--- src/rtl/spi_fpga_regif_pkg.sv ---
// Shared constants and FSM encoding for the SPI slave register interface.
package spi_fpga_regif_pkg;

   localparam int   ADDR_W_DEF = 7;
   localparam int   DATA_W_DEF = 8;
   localparam logic RW_READ    = 1'b1;

   typedef enum logic [1:0] {
      ST_IDLE = 2'd0,
      ST_CMD  = 2'd1,
      ST_DATA = 2'd2,
      ST_DONE = 2'd3
   } regif_state_t;

endpackage

--- src/rtl/spi_fpga_regif_sync_edge.sv ---
// Multi-flop synchronizer for one asynchronous SPI line with edge pulses
// taken from the two most recent settled samples.
module spi_sync_edge #(
   parameter int   STAGES    = 2,
   parameter logic RESET_VAL = 1'b0
) (
   input  logic clk,
   input  logic rst_n,
   input  logic din,
   output logic level,
   output logic rise,
   output logic fall
);

   logic [STAGES-1:0] sync;

   always_ff @(posedge clk or negedge rst_n) begin
      if (!rst_n) begin
         sync <= {STAGES{RESET_VAL}};
      end else begin
         sync <= {sync[STAGES-2:0], din};
      end
   end

   assign level = sync[STAGES-2];
   assign rise  = sync[STAGES-2] & ~sync[STAGES-1];
   assign fall  = ~sync[STAGES-2] & sync[STAGES-1];

endmodule

--- src/rtl/spi_fpga_regif.sv ---
// SPI mode-0 slave that decodes {rw, addr, data} frames into single-cycle
// register-bus strobes and returns read data on MISO during the data phase.
module spi_fpga_regif
   import spi_fpga_regif_pkg::*;
#(
   parameter int ADDR_W      = ADDR_W_DEF,
   parameter int DATA_W      = DATA_W_DEF,
   parameter int SYNC_STAGES = 2
) (
   input  logic              clk,
   input  logic              rst_n,
   input  logic              spi_sclk,
   input  logic              fpga_cs,
   input  logic              fpga_mosi,
   output logic              fpga_miso,
   output logic [ADDR_W-1:0] reg_addr,
   output logic [DATA_W-1:0] reg_wdata,
   output logic              reg_wr_en,
   output logic              reg_rd_en,
   input  logic [DATA_W-1:0] reg_rdata,
   output logic              frame_err
);

   localparam int FRAME_LEN = 1 + ADDR_W + DATA_W;
   localparam int SH_W      = (ADDR_W > DATA_W - 1) ? ADDR_W : DATA_W - 1;
   localparam logic [4:0] LAST_CMD_BIT  = 5'(ADDR_W);
   localparam logic [4:0] LAST_BIT      = 5'(FRAME_LEN - 1);
   localparam logic [4:0] TX_SHIFT_FROM = 5'(ADDR_W + 2);

   logic sclk_level, sclk_rise, sclk_fall;
   logic cs_level, cs_rise, cs_fall;
   logic mosi, mosi_rise, mosi_fall;
   logic unused_edges;

   spi_sync_edge #(.STAGES(SYNC_STAGES), .RESET_VAL(1'b0)) u_sync_sclk (
      .clk(clk), .rst_n(rst_n), .din(spi_sclk),
      .level(sclk_level), .rise(sclk_rise), .fall(sclk_fall)
   );
   spi_sync_edge #(.STAGES(SYNC_STAGES), .RESET_VAL(1'b1)) u_sync_cs (
      .clk(clk), .rst_n(rst_n), .din(fpga_cs),
      .level(cs_level), .rise(cs_rise), .fall(cs_fall)
   );
   spi_sync_edge #(.STAGES(SYNC_STAGES), .RESET_VAL(1'b0)) u_sync_mosi (
      .clk(clk), .rst_n(rst_n), .din(fpga_mosi),
      .level(mosi), .rise(mosi_rise), .fall(mosi_fall)
   );

   assign unused_edges = ^{sclk_level, mosi_rise, mosi_fall};

   regif_state_t      state;
   logic [4:0]        bit_cnt;
   logic [SH_W-1:0]   rx_shift;
   logic [DATA_W-1:0] tx_shift;
   logic              tx_valid;
   logic              rw;
   logic              rd_pend;
   logic              armed;
   logic [SYNC_STAGES-1:0] settle;
   logic              last_rise;

   assign last_rise = (state == ST_DATA) && sclk_rise && (bit_cnt == LAST_BIT);
   assign fpga_miso = (state == ST_DATA) && rw && tx_valid && tx_shift[DATA_W-1];

   // A CS fall only counts once CS has been seen high on real samples after
   // reset, so a release with CS already low cannot start a bogus frame.
   always_ff @(posedge clk or negedge rst_n) begin
      if (!rst_n) begin
         state     <= ST_IDLE;
         bit_cnt   <= '0;
         rx_shift  <= '0;
         tx_shift  <= '0;
         tx_valid  <= 1'b0;
         rw        <= 1'b0;
         rd_pend   <= 1'b0;
         armed     <= 1'b0;
         settle    <= '0;
         reg_addr  <= '0;
         reg_wdata <= '0;
         reg_wr_en <= 1'b0;
         reg_rd_en <= 1'b0;
         frame_err <= 1'b0;
      end else begin
         reg_wr_en <= 1'b0;
         reg_rd_en <= 1'b0;
         frame_err <= 1'b0;
         rd_pend   <= reg_rd_en;
         settle    <= {settle[SYNC_STAGES-2:0], 1'b1};
         if (settle[SYNC_STAGES-1] && cs_level) begin
            armed <= 1'b1;
         end

         if (cs_fall && armed) begin
            state    <= ST_CMD;
            bit_cnt  <= '0;
            rx_shift <= '0;
            tx_shift <= '0;
            tx_valid <= 1'b0;
            rw       <= 1'b0;
         end else if (cs_rise) begin
            if (last_rise) begin
               if (rw != RW_READ) begin
                  reg_wr_en <= 1'b1;
                  reg_wdata <= {rx_shift[DATA_W-2:0], mosi};
               end
            end else if (state == ST_CMD || state == ST_DATA) begin
               frame_err <= 1'b1;
            end
            state    <= ST_IDLE;
            tx_valid <= 1'b0;
         end else begin
            case (state)
               ST_CMD: begin
                  if (sclk_rise) begin
                     bit_cnt  <= bit_cnt + 5'd1;
                     rx_shift <= {rx_shift[SH_W-2:0], mosi};
                     if (bit_cnt == LAST_CMD_BIT) begin
                        rw        <= rx_shift[ADDR_W-1];
                        reg_addr  <= {rx_shift[ADDR_W-2:0], mosi};
                        reg_rd_en <= (rx_shift[ADDR_W-1] == RW_READ);
                        state     <= ST_DATA;
                     end
                  end
               end
               // The first data bit is held through its own sampling rise, so
               // falls only shift once that rise has been counted.
               ST_DATA: begin
                  if (rd_pend) begin
                     tx_shift <= reg_rdata;
                     tx_valid <= 1'b1;
                  end else if (sclk_fall && tx_valid && bit_cnt >= TX_SHIFT_FROM) begin
                     tx_shift <= {tx_shift[DATA_W-2:0], 1'b0};
                  end
                  if (sclk_rise) begin
                     bit_cnt  <= bit_cnt + 5'd1;
                     rx_shift <= {rx_shift[SH_W-2:0], mosi};
                     if (bit_cnt == LAST_BIT) begin
                        if (rw != RW_READ) begin
                           reg_wr_en <= 1'b1;
                           reg_wdata <= {rx_shift[DATA_W-2:0], mosi};
                        end
                        tx_valid <= 1'b0;
                        state    <= ST_DONE;
                     end
                  end
               end
               default: ;
            endcase
         end
      end
   end

endmodule

--- config.mk ---
export PLATFORM = sky130hd
export DESIGN_NAME = spi_fpga_regif
export DESIGN_NICKNAME = d
export VERILOG_FILES = /design/src/rtl/spi_fpga_regif_pkg.sv /design/src/rtl/spi_fpga_regif_sync_edge.sv /design/src/rtl/spi_fpga_regif.sv
export SDC_FILE = /design/constraint.sdc
export NUM_CORES = 1
export LEC_CHECK = 0
export CAP_MARGIN = 10
export CORE_MARGIN = 2
export CORE_UTILIZATION = 40
export DETAILED_ROUTE_END_ITERATION = 7
export SLEW_MARGIN = 20
export SYNTH_ARGS = -nofsm -noshare
export SYNTH_HDL_FRONTEND = slang
export SYNTH_SLANG_ARGS = --single-unit
--- constraint.sdc ---
create_clock -name clk -period 4.1 [get_ports clk]
set_input_delay 0.41 -clock clk [delete_from_list [all_inputs] [get_ports clk]]
set_output_delay 0.41 -clock clk [all_outputs]
set_load 0.005 [all_outputs]
Word-level counts from Yosys, hierarchy flattened
Index checks and enable logic that the tools add are counted.
{"block": "classes", "add_sub_neg": 1, "eq_ne": 10, "reduce_logical": 28, "bitwise": 10, "mux": 53, "order_cmp": 1}
{"operator": "two-way mux 8 bit", "count": 11}
{"operator": "two-way mux 7 bit", "count": 4}
{"operator": "two-way mux 1 bit", "count": 27}
{"operator": "two-way mux 5 bit", "count": 4}
{"operator": "nonzero test 2 bit", "count": 8}
{"operator": "AND reduction 5 bit", "count": 3}
{"operator": "two-way mux 2 bit", "count": 6}
{"operator": "inequality test 4 bit (second input constant)", "count": 3}
{"operator": "logical AND 1 bit", "count": 9}
{"operator": "inverter 1 bit", "count": 6}
{"operator": "AND reduction 3 bit", "count": 2}
{"operator": "nonzero test 3 bit", "count": 2}
{"operator": "adder 5 x 1 -> 5 bit (second input constant)", "count": 1}
{"operator": "== test 5 x 3 -> 1 bit (second input constant)", "count": 1}
{"operator": "== test 5 x 4 -> 1 bit (second input constant)", "count": 1}
{"operator": ">= comparator 5 x 4 -> 1 bit (second input constant)", "count": 1}
{"operator": "bitwise AND 1 bit", "count": 4}
{"operator": "inequality test 2 x 1 -> 1 bit (second input constant)", "count": 2}
{"operator": "inequality test 4 x 3 -> 1 bit (second input constant)", "count": 1}
{"operator": "one-hot mux 2 bit (2 select lines)", "count": 1}
{"operator": "AND reduction 4 bit", "count": 1}
{"operator": "nonzero test 4 bit", "count": 1}
{"operator": "== test 2 x 1 -> 1 bit (second input constant)", "count": 1}
{"operator": "== test 2 bit (second input constant)", "count": 1}
{"operator": "2 further kinds", "count": 2}
{"block": "totals", "elab_cells": 120, "ff_bits": 51, "inputBits": 13}

Longest topological paths before layout
{"block": "logic_depth", "word_depth": 9, "depth_mapped": 7, "mapped_depth_nobuf": 6}

Hierarchy
From an unflattened synthesis, not the netlist that was laid out.
{"block": "unflattened", "cells_unflattened": 180, "area_unflattened_um2": 2223.4}
{"mod": "spi_fpga_regif", "cells_each": 168, "area_each_um2": 2025.7, "instances": 1}
{"mod": "spi_sync_edge (u_sync_mosi ...)", "cells_each": 4, "area_each_um2": 65.1, "instances": 2}
{"mod": "spi_sync_edge (u_sync_cs)", "cells_each": 4, "area_each_um2": 67.6, "instances": 1}

Worst setup path after synthesis
OpenSTA, ideal clock, no wires.
{"block": "synth_path", "path_kind": "register to register", "startpoint": "reg bit_cnt[0]", "endpoint": "reg reg_wdata[0]", "t_arrival_ns": 1.718, "slack_ns": 2.257, "path_buffers": 1, "synth_period_minus_slack_ns": 1.843, "required_time_ns": 3.975, "path_stages_with_launch": 8, "setup_ns": 0.125, "cell_sequence": "dfrtp_1 > ha_1 > and3_1 > ha_1 > and3_1 > nor3b_1 > buf_2 > mux2_2"}
{"block": "synth_via", "elab_chain_cells": 4}
{"element": "start, declared", "line": "spi_fpga_regif.sv:51", "source": "logic [4:0] bit_cnt;"}
{"element": "start signal, assigned", "line": "spi_fpga_regif.sv:114", "source": "bit_cnt <= bit_cnt + 5'd1;"}
{"element": "start signal, assigned", "line": "spi_fpga_regif.sv:134", "source": "bit_cnt <= bit_cnt + 5'd1;"}
{"element": "== test 5 x 4 -> 1 bit (*)", "line": "spi_fpga_regif.sv:61, spi_fpga_regif.sv:136"}
{"element": "logical AND 1 bit", "line": "spi_fpga_regif.sv:61", "source": "assign last_rise = (state == ST_DATA) && sclk_rise && (bit_cnt == LAST_BIT);"}
{"element": "inequality test 2 x 1 -> 1 bit (no source line)"}
{"element": "AND reduction 5 bit (no source line) (*)"}
{"element": "end signal, assigned", "line": "spi_fpga_regif.sv:103", "source": "reg_wdata <= {rx_shift[DATA_W-2:0], mosi};"}
{"element": "end signal, assigned", "line": "spi_fpga_regif.sv:139", "source": "reg_wdata <= {rx_shift[DATA_W-2:0], mosi};"}
{"element": "end, declared", "line": "spi_fpga_regif.sv:17", "source": "output logic [DATA_W-1:0] reg_wdata,"}
Every way passes the cells marked *; elsewhere a longest branch is shown, timed or not.
A chain may end at the register's enable or synchronous reset.

Worst setup path after layout
{"block": "layout_path", "startpoint": "reg state[0]", "endpoint": "out fpga_miso"}
{"block": "layout_via", "elab_chain_cells": 4}
{"element": "start, declared", "line": "spi_fpga_regif.sv:50", "source": "regif_state_t state;"}
{"element": "start signal, assigned", "line": "spi_fpga_regif.sv:68", "source": "state <= ST_IDLE;"}
{"element": "start signal, assigned", "line": "spi_fpga_regif.sv:93", "source": "state <= ST_CMD;"}
{"element": "start signal, assigned", "line": "spi_fpga_regif.sv:108", "source": "state <= ST_IDLE;"}
{"element": "== test 2 bit", "line": "spi_fpga_regif.sv:62", "source": "assign fpga_miso = (state == ST_DATA) && rw && tx_valid && tx_shift[DATA_W-1];"}
{"element": "logical AND 1 bit (3 in a row)", "line": "spi_fpga_regif.sv:62"}
{"element": "end, declared", "line": "spi_fpga_regif.sv:15", "source": "output logic fpga_miso,"}
Every way passes these cells.

==> impl_metrics.env <==
export IMPL_status="finished clean"
export IMPL_vias=1436
export IMPL_drt_first_pass_iters=4
export IMPL_clkLatencyLatePin_ps=310
export IMPL_wl_per_cell_um=16.0
export IMPL_synth_compound_area_frac=0.121
export IMPL_postCtsSetupRepairBufs=0
export IMPL_synth_top_area_share=0.550
export IMPL_skew_ps=8.82
export IMPL_yosys_warnings=0
export IMPL_row_count=27
export IMPL_syn_num_nets=192
export IMPL_drv_cap=0
export IMPL_root_buffer="clkbuf_8"
export IMPL_post_route_util=0.491
export IMPL_report_final_hold_viol_count=0
export IMPL_start_kind="flip-flop"
export IMPL_rsz0062_at_grt="false"
export IMPL_tritoncts="done"
export IMPL_finalSetupTns_ps=0
export IMPL_required_ps=3690
export IMPL_post_route_drc_count=0
export IMPL_drv_slew=0
export IMPL_numCtsBuffers=5
export IMPL_fmax_mhz=450
export IMPL_muxShareOfSynthArea=0.116
export IMPL_placedInstanceArea_mm2=0.00258
export IMPL_synth_top_family_by_area="compound AO/OA/AOI/OAI gates"
export IMPL_synth_avg_cell_area_um2=12.8
export IMPL_syn_area_mm2=0.00223
export IMPL_synthArstFlopShare=1.00
export IMPL_antenna_found_initial=0
export IMPL_critPathKind="flip-flop to primary output"
export IMPL_ys_seq_area_frac=0.574
export IMPL_finalWirelength_um=4450
export IMPL_die_area_mm2=0.00619
export IMPL_core_mm2=0.00544
export IMPL_synthCells=174
export IMPL_overflow=0
export IMPL_p_per_area_mw_per_mm2=389
export IMPL_worst_pin_slew_ps=833
export IMPL_worst_hold_slack_ps=108
export IMPL_multi_input_area_um2=873
export IMPL_clkTransAtPathRegs_ps=100
export IMPL_port_buffers=31
export IMPL_regArea_mm2=0.00128
export IMPL_synth_fa_ha_area_frac=0.0281
export IMPL_critPathSlowestCell="clkdlybuf4s50_1"
export IMPL_leakage_nw=1.18
export IMPL_cts_buffer_depth=2
export IMPL_gp_congestion=0.813
export IMPL_fill_cells=511
export IMPL_synthFlopType="dfrtp_1"
export IMPL_hold_buffers=0
export IMPL_num_io_pins=32
export IMPL_relSlewSlack=0.445
export IMPL_ctsResizeCount=0
export IMPL_synthTopCellsByArea="dfrtp_1 (55%), mux2_2 (7.6%), mux2i_1 (4.0%), a21oi_2 (3.1%), ha_1 (2.8%)"
export IMPL_final_nets=223
export IMPL_ys_types=42
export IMPL_setup_viol=0
export IMPL_num_antenna_cells=0
export IMPL_areaGrowthSynthToFinish_pct=19.8
export IMPL_place_hpwl_um=2980
export IMPL_hold_class="primary input to async pin"
export IMPL_die_w_um=78.7
export IMPL_start_util=0.410
export IMPL_grt_usage=0.164
export IMPL_arrival_ps=1810
export IMPL_ir_worst_vdd_v=0.000157
export IMPL_grt_max_degree=52
export IMPL_first_global_vias=1525
export IMPL_timing_final_crit_share=0.542
export IMPL_die_y_um=78.7
export IMPL_path_max_fanout=6
export IMPL_ant_nets=0
export IMPL_htree_levels=2
export IMPL_cpPeakStageDelay_ps=500
export IMPL_fin_area_mm2=0.00267
export IMPL_drive_above_1_share=0.238
export IMPL_grt_pass1_wl_um=7780
export IMPL_synth_edf_count=0
export IMPL_cts_sinks=51
export IMPL_synthSimpleGateAreaFrac=0.113
export IMPL_layout_min_cycle_time_ps=2220
export IMPL_synth_seq_cells=51
export IMPL_worstPathCellList="inv_1 > ha_1 > and4_1 > clkdlybuf4s50_1"
export IMPL_synth_largest_area_cell="dfrtp_1"
export IMPL_endpoint_kind="primary output"
export IMPL_synthXorXnorAreaFrac=0.0118
export IMPL_via_per_inst=5.17
export IMPL_drt_iter0_markers=102
==> critical path, delay by kind of cell, from the launching register on <==
kind                     cells  cell delay (ps)
buffers and inverters        2              560
adder cells (fa/ha/maj)      1              300
flip-flops                   1              410
AND/OR/NAND/NOR              1              230
==> final timing paths <==
path / start / endpoint / cells past startpoint / slack [ps]
min reg2reg: settle[0] / settle[1] / 0 / 370
max: state[0] / fpga_miso / 4 / 1880
min: rst_n / tx_shift[2] / 1 / 110
max reg2reg: u_sync_cs.sync[1] / reg_addr[0] / 4 / 1960
max in group asynchronous: rst_n / state[1] / 1 / 3550
min in group clk: settle[0] / settle[1] / 0 / 370
==> logic make-up (layout without fill, tap and decap cells) <==
| family | after synthesis | in the layout |
|---|---|---|
| DFF | 51 | 51 |
| and+or+nand+nor | 40 | 40 |
| AOI/OAI and AO/OA | 36 | 36 |
| muxes | 24 | 24 |
| buffers and inverters | 14 | 46 |
| adders and majority gates | 5 | 5 |
| xor gates and xnor gates | 3 | 3 |
| other | 1 | 1 |
==> final cells by class <==
cell class                 count  area share
clock buffer                   5      0.0258
clock inverter                 3     0.00843
timing repair buffer          32       0.118
sequential                    51       0.479
inverter                       6     0.00843
tap                           72      0.0337
multi-input combinational    109       0.327
==> where the power goes <==
| part | total (mW) | internal (mW) | switching (mW) |
|---|---|---|---|
| combinational | 0.179 | 0.0770 | 0.102 |
| sequential | 0.557 | 0.531 | 0.0260 |
| clock | 0.302 | 0.123 | 0.179 |
==> state kept, by name, summed over array words and instances (netlist names), 2 cells and up <==
| signal | flops |
|---|---|
| tx_shift | 8 |
| settle | 2 |
| rx_shift | 7 |
| bit_cnt | 5 |
| reg_wdata | 8 |
| reg_addr | 7 |
| u_sync_cs.sync | 2 |
| u_sync_sclk.sync | 2 |
| state | 2 |
==> metal layers <==
metal | vias to the layer above | global-route usage | wire (µm)
met3 | 6 | 0.0552 | 216
met2 | 26 | 0.260 | 2090
met5 | - | 0 | 0
met1 | 733 | 0.214 | 2080
li1 | 671 | - | -
met4 | 0 | 0.0474 | 61
==> Yosys cell counts, drive strengths merged (2+ instances only) <==
master and n:
nor2 7, or3 8, a22o 7, and3 4, a21oi 13, ha 5, xor2 3, dfstp 2
mux2i 9, nor3b 2, buf 5, o21ai 10, nand3 3, clkbuf 3, o21a 2, mux2 15
dfrtp 49, inv 6, o211ai 2, nor3 2, nand2 4
==> cell usage in the layout (no fill, tap or decap), drive strengths merged, types with 2 or more instances in the layout <==
master         instances
and3                   4
clkdlybuf4s50         30
clkinv                 2
nor3b                  2
a21oi                 13
xor2                   3
inv                    7
o211ai                 2
nor3                   2
o21a                   2
dfstp                  2
buf                    2
nand3                  3
o21ai                 10
ha                     5
nor2                   7
clkbuf                 5
or3                    8
dfrtp                 49
mux2                  15
a22o                   7
mux2i                  9
nand2                  4
==> through the flow <==
| step | instances | setup slack (ps) | power, mW |
|---|---|---|---|
| final | 278 | 1880 | 1.04 |
| after global routing | 278 | 1790 | 1.10 |
| after CTS | 278 | 1870 | 1.05 |
| after detailed placement | 270 | 1960 | 0.746 |
| after global placement | 270 | 1970 | 0.740 |
| after floorplan | 174 | 2260 | 0.693 |
No activity file was read; power rests on OpenSTA's default activity.
